[config.mk]
export PLATFORM = sky130hd
export DESIGN_NAME = midpoint_interpolator_flat
export DESIGN_NICKNAME = d
export VERILOG_FILES = /design/src/rtl/midpoint_pkg.sv /design/src/rtl/midpoint_interpolator_if.sv /design/src/rtl/midpoint_round_up.sv /design/src/rtl/midpoint_interpolator.sv /design/src/flat_wrapper.sv
export SDC_FILE = /design/constraint.sdc
export NUM_CORES = 1
export LEC_CHECK = 0
export ABC_AREA = 1
export BUFFER_PORTS_ARGS = -buffer_cell sky130_fd_sc_hd__clkbuf_2
export CAP_MARGIN = 20
export CORE_ASPECT_RATIO = 0.8
export CORE_MARGIN = 2
export CORE_UTILIZATION = 55
export CTS_CLUSTER_SIZE = 8
export DETAILED_ROUTE_END_ITERATION = 6
export PLACE_DENSITY = 0.73
export SYNTH_ARGS = -nofsm -noshare
export SYNTH_HDL_FRONTEND = slang
export SYNTH_HIERARCHICAL = 1
export SYNTH_SLANG_ARGS = --single-unit
[constraint.sdc]
create_clock -name clk -period 3.3 [get_ports clk]
set_input_delay 0.66 -clock clk [delete_from_list [all_inputs] [get_ports clk]]
set_output_delay 0.66 -clock clk [all_outputs]
set_load 0.01 [all_outputs]
[src/rtl/midpoint_pkg.sv]
// rtl/midpoint_pkg.sv - shared types and defaults for the midpoint interpolator
package midpoint_pkg;

    localparam int DEFAULT_WIDTH = 8;

    typedef enum logic [1:0] {
        NOPREV = 2'd0,
        READY  = 2'd1,
        MID    = 2'd2,
        SMP    = 2'd3
    } state_t;

endpackage

[src/rtl/midpoint_interpolator_if.sv]
// rtl/midpoint_interpolator_if.sv - input and output sample streams of the interpolator
interface midpoint_interpolator_if #(
    parameter int WIDTH = 8
);
    logic             in_valid;
    logic             in_ready;
    logic [WIDTH-1:0] in_data;
    logic             out_valid;
    logic             out_ready;
    logic [WIDTH-1:0] out_data;
    logic             out_mid;

    modport slave (
        input  in_valid, in_data, out_ready,
        output in_ready, out_valid, out_data, out_mid
    );

    modport master (
        output in_valid, in_data, out_ready,
        input  in_ready, out_valid, out_data, out_mid
    );
endinterface

[src/rtl/midpoint_round_up.sv]
// rtl/midpoint_round_up.sv - rounded-up midpoint of two unsigned samples
module midpoint_round_up #(
    parameter int WIDTH = 8
) (
    input  logic [WIDTH-1:0] a,
    input  logic [WIDTH-1:0] b,
    output logic [WIDTH-1:0] m
);
    logic [WIDTH:0] sum;

    // One extra bit holds the carry, so the shifted result always fits back in WIDTH.
    assign sum = {1'b0, a} + {1'b0, b} + {{WIDTH{1'b0}}, 1'b1};
    assign m   = sum[WIDTH:1];
endmodule

[src/rtl/midpoint_interpolator.sv]
// rtl/midpoint_interpolator.sv - 2x upsampler inserting rounded-up midpoints between samples
module midpoint_interpolator
    import midpoint_pkg::*;
#(
    parameter int WIDTH = DEFAULT_WIDTH
) (
    input  logic                  clk,
    input  logic                  rst,
    input  logic                  restart,
    midpoint_interpolator_if.slave bus
);
    state_t           state_q, state_d;
    logic [WIDTH-1:0] prev_q, prev_d;
    logic [WIDTH-1:0] pend_q, pend_d;
    logic [WIDTH-1:0] out_data_q, out_data_d;
    logic             out_valid_q, out_valid_d;
    logic             out_mid_q, out_mid_d;
    logic [WIDTH-1:0] mid_val;
    logic             in_ready;
    logic             in_xfer;

    midpoint_round_up #(.WIDTH(WIDTH)) u_round_up (
        .a (prev_q),
        .b (bus.in_data),
        .m (mid_val)
    );

    // In MID the output slot is taken and pend is occupied, so nothing can be accepted.
    assign in_ready = !restart && ((state_q == NOPREV) || (state_q == READY) ||
                                   ((state_q == SMP) && bus.out_ready));
    assign in_xfer  = bus.in_valid && in_ready;

    always_comb begin
        state_d     = state_q;
        prev_d      = prev_q;
        pend_d      = pend_q;
        out_data_d  = out_data_q;
        out_valid_d = out_valid_q;
        out_mid_d   = out_mid_q;
        if (restart) begin
            state_d     = NOPREV;
            out_valid_d = 1'b0;
            out_mid_d   = 1'b0;
        end else begin
            case (state_q)
                NOPREV: if (in_xfer) begin
                    out_data_d  = bus.in_data;
                    out_mid_d   = 1'b0;
                    out_valid_d = 1'b1;
                    prev_d      = bus.in_data;
                    state_d     = SMP;
                end
                READY: if (in_xfer) begin
                    out_data_d  = mid_val;
                    out_mid_d   = 1'b1;
                    out_valid_d = 1'b1;
                    pend_d      = bus.in_data;
                    state_d     = MID;
                end
                MID: if (bus.out_ready) begin
                    out_data_d = pend_q;
                    out_mid_d  = 1'b0;
                    prev_d     = pend_q;
                    state_d    = SMP;
                end
                SMP: if (bus.out_ready) begin
                    if (in_xfer) begin
                        out_data_d = mid_val;
                        out_mid_d  = 1'b1;
                        pend_d     = bus.in_data;
                        state_d    = MID;
                    end else begin
                        out_valid_d = 1'b0;
                        state_d     = READY;
                    end
                end
                default: state_d = NOPREV;
            endcase
        end
    end

    always_ff @(posedge clk or posedge rst) begin
        if (rst) begin
            state_q     <= NOPREV;
            prev_q      <= '0;
            pend_q      <= '0;
            out_data_q  <= '0;
            out_valid_q <= 1'b0;
            out_mid_q   <= 1'b0;
        end else begin
            state_q     <= state_d;
            prev_q      <= prev_d;
            pend_q      <= pend_d;
            out_data_q  <= out_data_d;
            out_valid_q <= out_valid_d;
            out_mid_q   <= out_mid_d;
        end
    end

    assign bus.in_ready  = in_ready;
    assign bus.out_valid = out_valid_q;
    assign bus.out_data  = out_data_q;
    assign bus.out_mid   = out_mid_q;
endmodule

[src/flat_wrapper.sv]
// flat-port wrapper written by rule: the top's interface ports become plain ports
module midpoint_interpolator_flat import midpoint_pkg::*;
#(
    parameter int WIDTH = DEFAULT_WIDTH
)
  (clk, rst, restart, bus_in_valid, bus_in_data, bus_out_ready, bus_in_ready, bus_out_valid, bus_out_data, bus_out_mid);
  midpoint_interpolator_if #(.WIDTH(WIDTH)) bus_i ();
  input  logic clk;
  input  logic rst;
  input  logic restart;
  input wire logic [$bits(bus_i.in_valid)-1:0] bus_in_valid;
  input wire logic [$bits(bus_i.in_data)-1:0] bus_in_data;
  input wire logic [$bits(bus_i.out_ready)-1:0] bus_out_ready;
  output wire logic [$bits(bus_i.in_ready)-1:0] bus_in_ready;
  output wire logic [$bits(bus_i.out_valid)-1:0] bus_out_valid;
  output wire logic [$bits(bus_i.out_data)-1:0] bus_out_data;
  output wire logic [$bits(bus_i.out_mid)-1:0] bus_out_mid;
  assign bus_i.in_valid = bus_in_valid;
  assign bus_i.in_data = bus_in_data;
  assign bus_i.out_ready = bus_out_ready;
  assign bus_in_ready = bus_i.in_ready;
  assign bus_out_valid = bus_i.out_valid;
  assign bus_out_data = bus_i.out_data;
  assign bus_out_mid = bus_i.out_mid;
  midpoint_interpolator #(.WIDTH(WIDTH)) u_core (.clk(clk), .rst(rst), .restart(restart), .bus(bus_i));
endmodule
==> results.md <==
* R2R setup slack at 1.51 ns
* Power Density at 770 nW/um^2
* Crit Path Class: reg -> out
* CP Max Fanout at 15
* Drt via density at 5.09
* Vias in the first global route at 1564
* Slowest cell on the critical path: dfrtp_1
* Final Hold Violating Endpoints at 0
* Setup TNS at 0 ns
* Post-cts gate resize count at 0
* Port Buffers at 23
* Layout area overhead at 11.3%
* RSZ-0062 raised after global routing: no
* Post-route DRC at 0
* Fraction of layout instances using a drive strength above 1 at 19.0%
* Final GP Congestion at 0.805
* N_diodes at 0
* Hold Crit Class: in -> async
* Mean Syn Cell Area at 7.12 um^2
* Die ar. at 3790 um^2
* Core footprint at 3130 um^2
* Simple-gate share of the synthesized area at 39.5%
* Max VDD drop at 0.428 mV
* CP peak stage delay at 0.68 ns
* Worst setup margin at 1.23 ns
* First-pass GRT wire length at 6.82 mm
* Cts bufs inserted at 3
* Final period utilization at 62.6%
* Post-synthesis xor/xnor area fraction at 1.44%
* WL met2 at 1.84 mm
* Post-synthesis mux area share at 0%
* Worst setup SP type: flop
* CTS Hold Bufs at 0
* Detail Route Antenna Nets at 0
* TritonCTS clock tree: built
* Critical path arrival at 1.41 ns
* Syn_nets at 277
* Largest net degree at the start of global routing at 22
* Post-Synthesis Cells at 256
* Worst Reg-to-Reg Cells at 13
* Reg-to-Reg End: u_core/bus.out_data[5]
* Yosys reg bits at 28
* Clock Sinks at 28
* Max Fclk at 0.484 GHz
* DR top layer: met4
* Latest clock arrival within the worst-skew pair at 0.27 ns
* Wl on met1 at 1.80 mm
* Final setup vio count at 0
* Setup Skew at 0.00872 ns
* Total number of vias at 1625
* CTS root buf: clkbuf_8
* Status: complete, no violations
* Max-slew headroom at 61.7%
* Reg clk slew, reported paths at 0.09 ns
* Total gr overflow at 0
* Post-Route WL at 3.86 mm
* Die Width at 68.4 um
* CP required at 2.64 ns
* NumNets Final at 302
* Detailed Routing Iterations Pass 1 at 4
* Post-Synth Adder-Cell Area at 5.90%
* Detailed route wirelength on metal3 at 198 um
* Post-synthesis cell type count at 25
* Yosys warning total at 6
* Die H at 55.5 um
* Post-synthesis compound-gate area fraction at 7.00%
* Max-cap viol count at 0
* Synthesized area at 1820 um^2
* Fill cells at 304
* Combinational family with the most area after synthesis: simple AND/OR/NAND/NOR gates
* # rows at 18
* IO Pins at 24
* Initial DRC Count at 116
* Sequential area share after synthesis at 38.4%
* Worst Setup End Kind: output port
* Slew @ Worst Pin at 0.572 ns
* DP Worst Slack at 1.09 ns
* Dpl hpwl at 3.07 mm
* Max clock buf depth at 2
* Post-CTS Setup Repair Bufs at 0
* Pins Over Slew Limit at 0
* WL per Instance at 12.1 um
* Htree depth at 1
* Fin crit period at 2.07 ns
* Critical Path Start: u_core/state_q[0]
* Initial Util at 58.2%
* Antenna violations before repair at 0
* GRT Util Overall at 23.5%
* Reg2reg start: u_core/prev_q[0]
* Lkg Pwr at 1.20 nW
* Cell Chain, Critical Path: nand3_1 > nand2_2 > clkbuf_2
synthesized netlist by cell type:
cell type,n,area share (%)
nand3_1,34,9.3
ha_1,7,4.8
buf_4,1,0.41
nand2_4,2,1.2
nand2_1,115,24
nand3_2,1,0.55
nand2_8,1,1.1
inv_1,21,4.3
o211ai_2,1,0.69
nand3b_1,1,0.41
o21ai_1,6,1.6
buf_2,1,0.27
nor2_1,4,0.82
buf_6,1,0.62
clkinv_1,1,0.21
o21ai_2,5,2.4
inv_2,8,1.6
fa_1,1,1.1
a21oi_4,1,0.89
nor2_2,1,0.34
a21oi_1,5,1.4
xor2_1,3,1.4
clkbuf_1,1,0.21
dfrtp_1,28,38
nand2_2,6,2.1
worst max-delay path by stage:
stage                                   to  slack (ns)
floorplan           u_core/bus.out_data[7]        1.34
CTS                           bus_in_ready        1.23
detailed placement  u_core/bus.out_data[5]        1.09
global route                  bus_in_ready        1.14
finish                        bus_in_ready        1.23
global placement    u_core/bus.out_data[7]        1.13
area by class of cell:
cell class | count | area, um^2 | area share (%)
repair buffers | 24 | 143 | 7.03
inverters | 30 | 113 | 5.55
clock buffers | 3 | 41.3 | 2.03
well taps | 40 | 50.0 | 2.47
multi-input cells | 194 | 982 | 48.4
flip-flops and latches | 28 | 701 | 34.5
flip-flops by register name, indices dropped and copies added (netlist names):
register and cells:
u_core/bus.out_valid 1, u_core/bus.out_data 8, u_core/bus.out_mid 1, u_core/state_q 2, u_core/prev_q 8, u_core/pend_q 8
metrics by stage:
step                instances  area (um^2)  utilization, %  hold slack, ns  total power [mW]
floorplan                 256         1820               -           0.448              1.20
global placement          315         1960            62.6           0.456              1.38
detailed placement        316         1990            63.5           0.457              1.40
CTS                       319         2030            64.8           0.352              1.58
global route              319         2030            64.8           0.367              1.73
finish                    319         2030            64.8           0.344              1.56
cell families after synthesis:
kind of cell	Yosys count
AO/OA/AOI/OAI	18
flip-flops	28
XOR/XNOR	3
buffers and inverters	34
AND/OR/NAND/NOR	165
adder cells (fa/ha/maj)	8
routing by layer:
layer  global-route usage, %  vias up
met1                    31.6      734
li1                        -      851
met2                    40.2       38
met3                    3.67        2
met4                    3.43        0
met5                       0        -
worst max-delay path, delay by kind of cell, from the launching register on:
family	cells	cell delay, ns
buffers and inverters	1	0.14
AND/OR/NAND/NOR	2	0.31
flip-flops	1	0.68
layout by cell type (no fill, tap or decap), types with 2 or more instances in the layout:
cell type  instances
nand2_1          115
nand3_1           34
dfrtp_1           28
clkbuf_2          23
inv_1             21
inv_2              8
ha_1               7
nand2_2            6
o21ai_1            6
o21ai_2            5
a21oi_1            5
nor2_1             4
clkbuf_8           3
xor2_1             3
nand2_4            2
report_power, final:
group | switching, mW | total [mW] | internal [mW]
sequential | 0.0998 | 0.587 | 0.487
clock | 0.0970 | 0.179 | 0.0817
combinational | 0.489 | 0.798 | 0.309
total | 0.686 | 1.56 | 0.878
No activity file was read; power rests on OpenSTA's default activity.
